### config.mk
export PLATFORM = sky130hd
export DESIGN_NAME = wb_buffer_flat
export DESIGN_NICKNAME = d
export VERILOG_FILES = /design/src/rtl/wb_buffer_if.sv /design/src/rtl/wb_buffer.sv /design/src/flat_wrapper.sv
export SDC_FILE = /design/constraint.sdc
export NUM_CORES = 1
export LEC_CHECK = 0
export ABC_CLOCK_PERIOD_IN_PS = 3600
export CAP_MARGIN = 20
export CORE_ASPECT_RATIO = 1.25
export CORE_UTILIZATION = 45
export CTS_BUF_LIST = sky130_fd_sc_hd__clkbuf_2
export CTS_CLUSTER_DIAMETER = 120
export DETAILED_ROUTE_END_ITERATION = 7
export PLACE_DENSITY = 0.71
export REMOVE_ABC_BUFFERS = 1
export SLEW_MARGIN = 15
export SYNTH_ARGS = -nofsm -noshare
export SYNTH_HDL_FRONTEND = slang
export SYNTH_SLANG_ARGS = --single-unit
### constraint.sdc
create_clock -name clk -period 3.6 [get_ports clk]
set_clock_uncertainty 0.05 [all_clocks]
set_input_delay 0.36 -clock clk [delete_from_list [all_inputs] [get_ports clk]]
set_output_delay 0.36 -clock clk [all_outputs]
set_load 0.01 [all_outputs]
### src/rtl/wb_buffer_if.sv
// Bundle of write-back producer, register-file write and forwarding lookup signals
// for wb_buffer; clk/rst_n stay as plain ports on the modules.
interface wb_buffer_if #(
    parameter int DEPTH  = 4,
    parameter int DATA_W = 32,
    parameter int ADDR_W = 5
);
    localparam int CNT_W = $clog2(DEPTH) + 1;

    logic              in_valid;
    logic              in_ready;
    logic [ADDR_W-1:0] in_rd;
    logic [DATA_W-1:0] in_data;
    logic              regwrite;
    logic [ADDR_W-1:0] rd;
    logic [DATA_W-1:0] write_data;
    logic [ADDR_W-1:0] rs1;
    logic [ADDR_W-1:0] rs2;
    logic              fwd1_hit;
    logic              fwd2_hit;
    logic [DATA_W-1:0] fwd1_data;
    logic [DATA_W-1:0] fwd2_data;
    logic [CNT_W-1:0]  count;

    // Producer / lookup side (drives entries and lookup indices)
    modport master (
        output in_valid, in_rd, in_data, rs1, rs2,
        input  in_ready, regwrite, rd, write_data,
        input  fwd1_hit, fwd2_hit, fwd1_data, fwd2_data, count
    );

    // Buffer side
    modport slave (
        input  in_valid, in_rd, in_data, rs1, rs2,
        output in_ready, regwrite, rd, write_data,
        output fwd1_hit, fwd2_hit, fwd1_data, fwd2_data, count
    );
endinterface

### src/rtl/wb_buffer.sv
// Write-back buffer: circular FIFO draining one entry per cycle into the register file,
// with optional forwarding lookup compiled in by defining WB_FWD_EN.
module wb_buffer #(
    parameter int DEPTH  = 4,
    parameter int DATA_W = 32,
    parameter int ADDR_W = 5
) (
    input  logic        clk,
    input  logic        rst_n,
    wb_buffer_if.slave  bus
);
    localparam int PTR_W = $clog2(DEPTH);
    localparam int CNT_W = PTR_W + 1;

    logic [PTR_W-1:0]  head_r;
    logic [PTR_W-1:0]  tail_r;
    logic [CNT_W-1:0]  count_r;
    logic [ADDR_W-1:0] rd_mem_r   [DEPTH];
    logic [DATA_W-1:0] data_mem_r [DEPTH];

    logic in_ready_s;
    logic push_s;
    logic pop_s;

    // Handshake qualification; index 0 is accepted but never stored
    always_comb begin
        in_ready_s = (count_r < CNT_W'(DEPTH));
        push_s     = bus.in_valid && in_ready_s && (bus.in_rd != '0);
        pop_s      = (count_r != '0);
    end

    // Pointer and occupancy state
    always_ff @(posedge clk or negedge rst_n) begin
        if (!rst_n) begin
            head_r  <= '0;
            tail_r  <= '0;
            count_r <= '0;
        end else begin
            if (push_s) begin
                tail_r <= tail_r + PTR_W'(1);
            end
            if (pop_s) begin
                head_r <= head_r + PTR_W'(1);
            end
            case ({push_s, pop_s})
                2'b10:   count_r <= count_r + CNT_W'(1);
                2'b01:   count_r <= count_r - CNT_W'(1);
                default: count_r <= count_r;
            endcase
        end
    end

    // Entry storage, written at the tail on accepted pushes
    always_ff @(posedge clk or negedge rst_n) begin
        if (!rst_n) begin
            for (int i = 0; i < DEPTH; i++) begin
                rd_mem_r[i]   <= '0;
                data_mem_r[i] <= '0;
            end
        end else if (push_s) begin
            rd_mem_r[tail_r]   <= bus.in_rd;
            data_mem_r[tail_r] <= bus.in_data;
        end else begin
            rd_mem_r[tail_r]   <= rd_mem_r[tail_r];
            data_mem_r[tail_r] <= data_mem_r[tail_r];
        end
    end

    // Register-file write port: head entry while non-empty, zeros otherwise
    always_comb begin
        bus.in_ready = in_ready_s;
        bus.count    = count_r;
        bus.regwrite = pop_s;
        if (pop_s) begin
            bus.rd         = rd_mem_r[head_r];
            bus.write_data = data_mem_r[head_r];
        end else begin
            bus.rd         = '0;
            bus.write_data = '0;
        end
    end

`ifdef WB_FWD_EN
    // Forwarding: walk head to tail so the youngest matching entry wins
    always_comb begin
        bus.fwd1_hit  = 1'b0;
        bus.fwd2_hit  = 1'b0;
        bus.fwd1_data = '0;
        bus.fwd2_data = '0;
        for (int i = 0; i < DEPTH; i++) begin
            if (CNT_W'(i) < count_r) begin
                if ((bus.rs1 != '0) && (rd_mem_r[head_r + PTR_W'(i)] == bus.rs1)) begin
                    bus.fwd1_hit  = 1'b1;
                    bus.fwd1_data = data_mem_r[head_r + PTR_W'(i)];
                end else begin
                    bus.fwd1_hit  = bus.fwd1_hit;
                end
                if ((bus.rs2 != '0) && (rd_mem_r[head_r + PTR_W'(i)] == bus.rs2)) begin
                    bus.fwd2_hit  = 1'b1;
                    bus.fwd2_data = data_mem_r[head_r + PTR_W'(i)];
                end else begin
                    bus.fwd2_hit  = bus.fwd2_hit;
                end
            end else begin
                bus.fwd1_hit = bus.fwd1_hit;
            end
        end
    end
`else
    logic unused_fwd_s;

    // Forwarding compiled out: outputs held at zero, lookup indices ignored
    always_comb begin
        bus.fwd1_hit  = 1'b0;
        bus.fwd2_hit  = 1'b0;
        bus.fwd1_data = '0;
        bus.fwd2_data = '0;
        unused_fwd_s  = ^{bus.rs1, bus.rs2};
    end
`endif

endmodule
### src/flat_wrapper.sv
// flat-port wrapper written by rule: the top's interface ports become plain ports
module wb_buffer_flat 
#(
    parameter int DEPTH  = 4,
    parameter int DATA_W = 32,
    parameter int ADDR_W = 5
)
  (clk, rst_n, bus_in_valid, bus_in_rd, bus_in_data, bus_rs1, bus_rs2, bus_in_ready, bus_regwrite, bus_rd, bus_write_data, bus_fwd1_hit, bus_fwd2_hit, bus_fwd1_data, bus_fwd2_data, bus_count);
  wb_buffer_if #(.DEPTH(DEPTH), .DATA_W(DATA_W), .ADDR_W(ADDR_W)) bus_i ();
  input  logic clk;
  input  logic rst_n;
  input wire logic [$bits(bus_i.in_valid)-1:0] bus_in_valid;
  input wire logic [$bits(bus_i.in_rd)-1:0] bus_in_rd;
  input wire logic [$bits(bus_i.in_data)-1:0] bus_in_data;
  input wire logic [$bits(bus_i.rs1)-1:0] bus_rs1;
  input wire logic [$bits(bus_i.rs2)-1:0] bus_rs2;
  output wire logic [$bits(bus_i.in_ready)-1:0] bus_in_ready;
  output wire logic [$bits(bus_i.regwrite)-1:0] bus_regwrite;
  output wire logic [$bits(bus_i.rd)-1:0] bus_rd;
  output wire logic [$bits(bus_i.write_data)-1:0] bus_write_data;
  output wire logic [$bits(bus_i.fwd1_hit)-1:0] bus_fwd1_hit;
  output wire logic [$bits(bus_i.fwd2_hit)-1:0] bus_fwd2_hit;
  output wire logic [$bits(bus_i.fwd1_data)-1:0] bus_fwd1_data;
  output wire logic [$bits(bus_i.fwd2_data)-1:0] bus_fwd2_data;
  output wire logic [$bits(bus_i.count)-1:0] bus_count;
  assign bus_i.in_valid = bus_in_valid;
  assign bus_i.in_rd = bus_in_rd;
  assign bus_i.in_data = bus_in_data;
  assign bus_i.rs1 = bus_rs1;
  assign bus_i.rs2 = bus_rs2;
  assign bus_in_ready = bus_i.in_ready;
  assign bus_regwrite = bus_i.regwrite;
  assign bus_rd = bus_i.rd;
  assign bus_write_data = bus_i.write_data;
  assign bus_fwd1_hit = bus_i.fwd1_hit;
  assign bus_fwd2_hit = bus_i.fwd2_hit;
  assign bus_fwd1_data = bus_i.fwd1_data;
  assign bus_fwd2_data = bus_i.fwd2_data;
  assign bus_count = bus_i.count;
  wb_buffer #(.DEPTH(DEPTH), .DATA_W(DATA_W), .ADDR_W(ADDR_W)) u_core (.clk(clk), .rst_n(rst_n), .bus(bus_i));
endmodule
# ---- Word level (Yosys, flattened, before mapping)
# Index checks and enable logic that the tools add are counted.
dict set report word_totals {
  register_bits 155
  latchBits 0
  mem_bits_rw 0
  mem_bits_ro 0
  in_bits 50
  output_inout_bits 108
  word_cells 54
  n_memories 0
}
dict set report op_classes {
  n_addsub 4
  multipliers 0
  div_mod_pow 0
  order_cmp 4
  eq_ne 2
  n_shift 0
  n_mux 25
  bitwise_logic 2
  reduce_logical 6
}
# op n
set op_table {}
lappend op_table {{bitwise mux 128 bit} 2}
lappend op_table {{2-to-1 mux 32 bit} 6}
lappend op_table {{binary-select mux 32 bit (select 2 bit)} 2}
lappend op_table {{2-to-1 mux 128 bit} 1}
lappend op_table {{demux 32 bit (select 2 bit)} 1}
lappend op_table {{bitwise mux 20 bit} 2}
lappend op_table {{2-to-1 mux 5 bit} 6}
lappend op_table {{binary-select mux 5 bit (select 2 bit)} 2}
lappend op_table {{2-to-1 mux 20 bit} 1}
lappend op_table {{demux 5 bit (select 2 bit)} 1}
lappend op_table {{>= comparator 3 bit (second input constant)} 2}
lappend op_table {{inverter 2 -> 3 bit} 2}
lappend op_table {{one-hot mux 3 bit (2 select lines)} 1}
lappend op_table {{nonzero test 5 bit} 1}
lappend op_table {{adder 2 x 1 -> 2 bit (second input constant)} 2}
lappend op_table {{adder 3 x 1 -> 3 bit (second input constant)} 1}
lappend op_table {{logical AND 1 bit} 3}
lappend op_table {{less-than comparator 3 x 1 -> 1 bit (second input constant)} 1}
lappend op_table {{less-than comparator 3 bit (second input constant)} 1}
lappend op_table {{nonzero test 3 bit} 1}
lappend op_table {{subtractor 3 x 1 -> 3 bit (second input constant)} 1}
lappend op_table {{== test 2 x 1 -> 1 bit (second input constant)} 1}
lappend op_table {{== test 2 bit (second input constant)} 1}
lappend op_table {{nonzero test 2 bit} 1}

# ---- Logic depth before layout (Yosys ltp)
# Gate-level depths: netlist of the first run.
dict set report logic_depth {
  depth_word 7
  mapped_depth 9
  depth_no_buf 8
}

# ---- Worst setup path after synthesis of the first run
# No wires, ideal clock.
dict set report synth_path {
  path_kind {input -> register}
  startpoint {input bus_in_rd[1]}
  endpoint {register u_core.count_r[2], in the netlist u_core.bus.count[2]}
  setup_time_ps 80
  arrival_time_ps 2231
  t_required_ps 3470
  path_slack_ps 1239
  stages 9
  path_buffers 1
  path_cell_list {or4_4 o21ai_4 buf_4 ha_1 inv_1 fa_1 xor2_1 nor2_1 xnor2_1}
}
dict set report synth_via {
  elab_chain_len 4
  elab_cells_between_ends 6
  cone_classes {2 x eq/ne; 1 x mux; 3 x reduce/logical}
}
# item line
set synth_rtl {}
lappend synth_rtl {{start: declaration} flat_wrapper.sv:13} ;# input wire logic [$bits(bus_i.in_rd)-1:0] bus_in_rd;
lappend synth_rtl {{nonzero test 5 bit (*)} wb_buffer.sv:28} ;# push_s = bus.in_valid && in_ready_s && (bus.in_rd != '0);
lappend synth_rtl {{logical AND 1 bit (*)} wb_buffer.sv:28}
lappend synth_rtl {{== test 2 x 1 -> 1 bit / == test 2 bit (equally long branches)} wb_buffer.sv:45} ;# case ({push_s, pop_s})
lappend synth_rtl {{one-hot mux 3 bit (2 select lines) / nonzero test 2 bit (equally long branches)} n/a}
lappend synth_rtl {{end signal: assignment} wb_buffer.sv:46} ;# 2'b10: count_r <= count_r + CNT_W'(1);
lappend synth_rtl {{end signal: assignment} wb_buffer.sv:47} ;# 2'b01: count_r <= count_r - CNT_W'(1);
lappend synth_rtl {{end signal: assignment} wb_buffer.sv:48} ;# default: count_r <= count_r;
lappend synth_rtl {{end: declaration} wb_buffer.sv:17} ;# logic [CNT_W-1:0] count_r;
# Every way passes the cells marked *; elsewhere a longest branch is shown, timed or not.
# A chain may end at the register's enable or synchronous reset.

# ---- Worst setup path in the final report of the first run
dict set report layout_path {
  startpoint {register u_core.head_r[0]}
  endpoint {output bus_write_data[8]}
}
dict set report layout_via {
  elab_chain_len 5
}
# item line
set layout_rtl {}
lappend layout_rtl {{start: declaration} wb_buffer.sv:15} ;# logic [PTR_W-1:0] head_r;
lappend layout_rtl {{start signal: assignment} wb_buffer.sv:43} ;# head_r <= head_r + PTR_W'(1);
lappend layout_rtl {{inverter 2 -> 3 bit (not written as such)} wb_buffer.sv:76} ;# bus.write_data = data_mem_r[head_r];
lappend layout_rtl {{binary-select mux 32 bit (select 2 bit)} wb_buffer.sv:76}
lappend layout_rtl {{2-to-1 mux 32 bit (not written as such) (2 in a row)} wb_buffer.sv:76}
lappend layout_rtl {{2-to-1 mux 32 bit} wb_buffer.sv:74} ;# if (pop_s) begin
lappend layout_rtl {{end: declaration} flat_wrapper.sv:20} ;# output wire logic [$bits(bus_i.write_data)-1:0] bus_write_data;
# No other way between the ends. The select of a mux whose other input is x is not followed.

==> results.json, run 1 <==
{
  "crit_chain": "buf_12, mux4_2, and2_1, clkdlybuf4s50_1",
  "dp.cells": 1016,
  "ys_ff_latch": 155,
  "fin_crit_sh": 0.9396,
  "worstPathArrival_ns": 2.97,
  "maxSlewHeadroom": 0.5088,
  "required_ns": 3.19,
  "cts_inserted_buffers": 17,
  "htreeDepth": 4,
  "post_drt_wl_per_cell_um": 17.60,
  "dpl_cell_area_sq_mm": 0.009209,
  "slew_violations": 0,
  "yosys.area_share.simple": 0.09722,
  "cts.sinks": 155,
  "final_area_sq_mm": 0.009494,
  "drtIter0Drc": 369,
  "drt-pass1-iter-count": 5,
  "syn_area_sq_mm": 0.008404,
  "route.detailed.drc": 0,
  "worstPathMaxFanout": 21,
  "dp_hpwl_mm": 11.68,
  "r2r-start": "u_core.tail_r[0]$_DFFE_PN0N_",
  "drt_wl_total_mm": 18.48,
  "synthAdderAreaFrac": 0.009826,
  "area_growth_pct": 12.97,
  "clkLatencyLatePin_ns": 0.71,
  "cts_tree": "built",
  "peakVddDrop_v": 0.0004414,
  "vias": 5763,
  "slowest_stage": "dfrtp_4",
  "r2r_cells": 5,
  "hold_viol_final": 0,
  "drive_gt1_frac": 0.1632,
  "synth-xor-area-share": 0.006253,
  "ant_nets": 0,
  "layout_min_cycle_time_ns": 3.383,
  "clock_path_buffers": 2,
  "viasPerCell": 5.489,
  "die-height_um": 154.8,
  "cts_resized": 0,
  "synth_top_area_cell": "dfrtp_1",
  "synth_compound_area_frac": 0.09454,
  "setup_viol": 0,
  "port_buffers": 81,
  "holdCritPathClass": "in -> async",
  "final_nets": 864,
  "grt_pass1_wl_mm": 29.79,
  "yosys_warnings": 0,
  "synth_mux_area_frac": 0.2389,
  "synthTopCellsByArea": "dfrtp_1 (46%), mux4_2 (20%), a21oi_1 (8.8%)",
  "fmax_mhz": 295.6,
  "syn_inst": 748,
  "layout.cells.non_filler": 1050,
  "worstReg2RegEnd": "u_core.rd_mem_r[19]$_DFFE_PN0P_",
  "yosysSeqAreaShare": 0.4615,
  "synth.distinct_cells": 24,
  "coreArea_sq_mm": 0.01817,
  "netlist.area_leader.share": 0.4615,
  "grt_util_all_layers": 0.1972,
  "reg2reg_slack_ns": 1.26,
  "synth.avg_cell_area_sq_um": 11.24,
  "critical_path.endpoint_type": "output pin",
  "num_rows": 55,
  "tightest_slew_ns": 0.7369,
  "clk_pin_slew_worst_paths_ns": 0.22,
  "maxCapViolations": 0,
  "place.gp.congestion": 0.7524,
  "fp.dieArea_sq_mm": 0.01923,
  "antenna_found_initial": 1,
  "crit_path_start_kind": "flip-flop",
  "die_x_um": 124.2,
  "grt_setup_unrepaired": "no",
  "grt_pass1_vias": 5818,
  "pwr_density_cell_mw_per_mm2": 977.6,
  "synth_top_family_by_area": "multiplexers",
  "p_leak_nw": 3.722,
  "crit_type": "reg -> out",
  "grt.overflow.total": 0,
  "start_util": 0.4626,
  "cpPeakStageDelay_ns": 0.76,
  "tns_ns": 0,
  "ios": 158,
  "grt_start_max_net_pins": 76,
  "status": "completed",
  "post-route-util": 0.5226,
  "root_buffer": "clkbuf_2"
}
## metal layers
layer | share of wire | GRT usage
met5 | 0 | 0
met3 | 0.040 | 0.03978
met4 | 0.014 | 0.06483
met1 | 0.42 | 0.2478
met2 | 0.53 | 0.3407
## cells by family (layout without fill, tap and decap cells)
family          count (synthesis)  after routing
compound gates                154            154
xor+xnor                        6              6
fa+ha+maj                       6              6
buf+inv                       128            136
flops                         155            155
mux                           108            108
other cells                     1             67
simple gates                  190            190
## repair_timing
action | CTS | global route
endpoints found under the hold margin | 73 | 0
setup buffers | 0 | 0
hold buffers | 1 | 0
## worst max path at each step
stage,start,end,slack (ns),cells after the start
5_1_grt,u_core.head_r[0]$_DFFE_PN0N_,bus_write_data[7],0.02,4
6_report,u_core.head_r[0]$_DFFE_PN0N_,bus_write_data[8],0.22,4
3_5_place_dp,bus_in_rd[1],u_core.bus.count[2]$_DFFE_PN0P_,0.87,9
3_3_place_gp,bus_in_rd[1],u_core.bus.count[2]$_DFFE_PN0P_,0.90,9
2_1_floorplan,u_core.tail_r[0]$_DFFE_PN0N_,u_core.rd_mem_r[0]$_DFFE_PN0P_,0.01,3
4_1_cts,u_core.head_r[0]$_DFFE_PN0N_,bus_write_data[8],0.10,4
## cells in the final DEF, fill, tap and decap left out, types with 6 or more instances in the layout
cell               n
buf_4             11
inv_1              6
conb_1            66
clkdlybuf4s50_1   80
mux4_2            74
dfrtp_1          151
a21oi_1          148
and2_1            37
nor2_1           149
clkbuf_2          20
mux2i_1           33
## Yosys cell counts (all sizes together)
master  number
dfrtp      155
nor2       149
a21oi      148
buf         80
mux4        74
clkbuf      42
and2        37
mux2i       33
inv          6
a22oi        5
ha           5
xnor2        4
xor2         2
conb         1
fa           1
mux2         1
nand2        1
nand3        1
nor2b        1
o21ai        1
or4          1
## critical path, delay by kind of cell (launching register included)
family	cells	cell delay, ns
flops	1	0.76
buf+inv	2	0.75
mux	1	0.58
simple gates	1	0.18
## final cells by class
cell class,count,area [sq um]
antenna,1,2.502
clock buffer,20,100.1
clock inverter,12,172.7
fill,1595,8673
inverter,6,22.52
multi-input combinational,530,4018
sequential,155,3889
tap,228,285.3
timing repair buffer,98,1005
## stage by stage
stage	setup slack, ns	hold slack (ns)	power (mW)
floorplan	0.01319	0.01441	6.314
global placement	0.8988	0.3885	8.138
detailed placement	0.8655	0.3917	8.304
CTS	0.1042	0.1257	9.381
global route	0.01652	0.1339	9.943
finish	0.2174	0.1635	9.281
## where the power goes
group,internal (mW),switching [mW]
logic,2.67,2.39
registers,2.41,0.735
clock network,0.459,0.610
## sequential cells by signal, indices dropped and copies added, names as in the netlist
name,flops
u_core.data_mem_r,128
u_core.head_r,2
u_core.bus.count,3
u_core.tail_r,2
u_core.rd_mem_r,20
Note: power is estimated with default switching activity, not from simulation.
==> inputs of run 2 (changes only) <==
--- a/config.mk
+++ b/config.mk
@@ -8,8 +8,9 @@
 export ABC_CLOCK_PERIOD_IN_PS = 3600
 export CAP_MARGIN = 20
 export CORE_ASPECT_RATIO = 1.25
+export CORE_MARGIN = 1
 export CORE_UTILIZATION = 45
-export CTS_BUF_LIST = sky130_fd_sc_hd__clkbuf_2
+export CTS_BUF_LIST = sky130_fd_sc_hd__clkbuf_4 sky130_fd_sc_hd__clkbuf_8 sky130_fd_sc_hd__clkbuf_16
 export CTS_CLUSTER_DIAMETER = 120
 export DETAILED_ROUTE_END_ITERATION = 7
 export PLACE_DENSITY = 0.71
==> run 2 against run 1 <==
Cell area up 3.7%. Highest routed layer unchanged. Setup slack better by 0.34 ns. Critical path depth unchanged. Critical path type unchanged.
==> results.json, run 2 (synthesis results as in run 1) <==
{
  "num_rows": 55,
  "status": "completed",
  "regMostFlops": "u_core.data_mem_r",
  "comb_power_share": 0.501,
  "crit_chain": "buf_12, mux4_2, and2_1, clkdlybuf4s50_1",
  "viasPerCell": 5.512,
  "worstPathMaxFanout": 21,
  "grt_pass1_vias": 5910,
  "power_frac_clock": 0.187,
  "antenna_found_initial": 0,
  "route.detailed.drc": 0,
  "vias": 5782,
  "layout_min_cycle_time_ns": 3.047,
  "fp.dieArea_sq_mm": 0.01923,
  "dpl_cell_area_sq_mm": 0.009209,
  "dp.cells": 1016,
  "grt_start_max_net_pins": 76,
  "clk_pin_slew_worst_paths_ns": 0.06,
  "htreeDepth": 4,
  "cts_resized": 0,
  "die_x_um": 124.2,
  "worstReg2RegEnd": "u_core.rd_mem_r[19]$_DFFE_PN0P_",
  "r2r_cells": 5,
  "clock_path_buffers": 2,
  "root_buffer": "clkbuf_16",
  "grt_pass1_wl_mm": 30.24,
  "hold_viol_final": 0,
  "worstSetupEndpoint": "bus_write_data[7]",
  "critical_path.endpoint_type": "output pin",
  "startpoint": "u_core.head_r[0]$_DFFE_PN0N_",
  "tns_ns": 0,
  "cts_tree": "built",
  "final_cell_mix": "dfrtp_1 (151), nor2_1 (149), a21oi_1 (148)",
  "tightest_slew_ns": 0.7468,
  "maxSlewHeadroom": 0.5022,
  "pwr_density_cell_mw_per_mm2": 1029,
  "drt_wl_total_mm": 18.61,
  "netSwitchingFraction": 0.3786,
  "final_nets": 864,
  "holdCritPathClass": "reg -> reg",
  "layout_commonest_cell": "dfrtp_1",
  "required_ns": 3.19,
  "largest_register_ffs": 128,
  "post_drt_wl_per_cell_um": 17.74,
  "internal_power_mw": 6.297,
  "dp_hpwl_mm": 11.68,
  "cts_setup_buffers": 0,
  "coreArea_sq_mm": 0.01817,
  "reg2reg_slack_ns": 1.23,
  "n_antenna_cell": 0,
  "seq_power_share": 0.312,
  "p_leak_nw": 3.868,
  "ios": 158,
  "holdPathStages": 1,
  "worstPathArrival_ns": 2.64,
  "drtIter0Drc": 460,
  "power_switching_mw": 3.836,
  "layout.cells.non_filler": 1049,
  "final_area_sq_mm": 0.009849,
  "slew_violations": 0,
  "maxCapViolations": 0,
  "grt.overflow.total": 0,
  "clkLatencyLatePin_ns": 0.42,
  "r2r-start": "u_core.tail_r[0]$_DFFE_PN0N_",
  "drive_gt1_frac": 0.1644,
  "crit_type": "reg -> out",
  "area_growth_pct": 17.20,
  "port_buffers": 81,
  "peakVddDrop_v": 0.0005203,
  "setup_viol": 0,
  "crit_path_start_kind": "flip-flop",
  "cts_inserted_buffers": 17,
  "grt_util_all_layers": 0.2010,
  "fmax_mhz": 328.2,
  "place.gp.congestion": 0.7524,
  "grt_setup_unrepaired": "no",
  "ant_nets": 0,
  "timing.hold.ws_ns": 0.4548,
  "die-height_um": 154.8,
  "drt-pass1-iter-count": 5,
  "start_util": 0.4626,
  "power_mw": 10.13,
  "cts.sinks": 155,
  "slowest_stage": "dfrtp_4",
  "cpPeakStageDelay_ns": 0.72,
  "fin_crit_sh": 0.8465
}
[run 2: how the worst min path moves through the flow]
stage | slack (ns) | endpoint | from
detailed placement | 0.39 | u_core.data_mem_r[55]$_DFFE_PN0P_ | rst_n
finish | 0.45 | u_core.bus.count[0]$_DFFE_PN0P_ | u_core.bus.count[0]$_DFFE_PN0P_
global placement | 0.39 | u_core.data_mem_r[55]$_DFFE_PN0P_ | rst_n
floorplan | 0.01 | u_core.bus.count[0]$_DFFE_PN0P_ | rst_n
CTS | 0.46 | u_core.bus.count[0]$_DFFE_PN0P_ | u_core.bus.count[0]$_DFFE_PN0P_
global route | 0.49 | u_core.bus.count[0]$_DFFE_PN0P_ | u_core.bus.count[0]$_DFFE_PN0P_
[run 2: layout make-up]
type | instances | area, sq um
Clock buffer | 21 | 461.7
Clock inverter | 11 | 168.9
Fill cell | 1533 | 8318
Inverter | 6 | 22.52
Multi-Input combinational cell | 530 | 4018
Sequential cell | 155 | 3889
Tap cell | 228 | 285.3
Timing Repair Buffer | 98 | 1005
[run 2: worst max-delay path: cells and delay by family, from the launching register on]
kind	cells	cell delay (ns)
buf+inv	2	0.76
mux	1	0.54
flops	1	0.72
simple gates	1	0.20
[run 2: timing repair]
action	in CTS	in global routing
endpoints found under the hold margin	73	0
setup endpoints to repair	0	0
hold buffers	1	0
[run 2: power by group through the flow]
stage	clock network [mW]	logic, mW	registers [mW]
after floorplan	0	3.25	3.06
after global placement	0	5.00	3.14
after detailed placement	0	5.11	3.20
after CTS	1.92	5.14	3.17
after global routing	2.00	5.53	3.28
final	1.90	5.08	3.16
[run 2: metrics by stage]
stage / setup slack [ns] / utilization
after floorplan: 0.01319 / -
after global placement: 0.8988 / 0.5069
after detailed placement: 0.8655 / 0.5069
after CTS: 0.5106 / 0.5421
after global routing: 0.4346 / 0.5421
final: 0.5527 / 0.5421
[run 2: per-layer routing]
| metal | wire length, um | track usage | vias up |
|---|---|---|---|
| met3 | 761 | 0.04047 | 14 |
| met1 | 7765 | 0.2529 | 2979 |
| met4 | 189 | 0.06311 | 0 |
| met5 | 0 | 0 | - |
| met2 | 9895 | 0.3486 | 159 |
| li1 | - | - | 2630 |
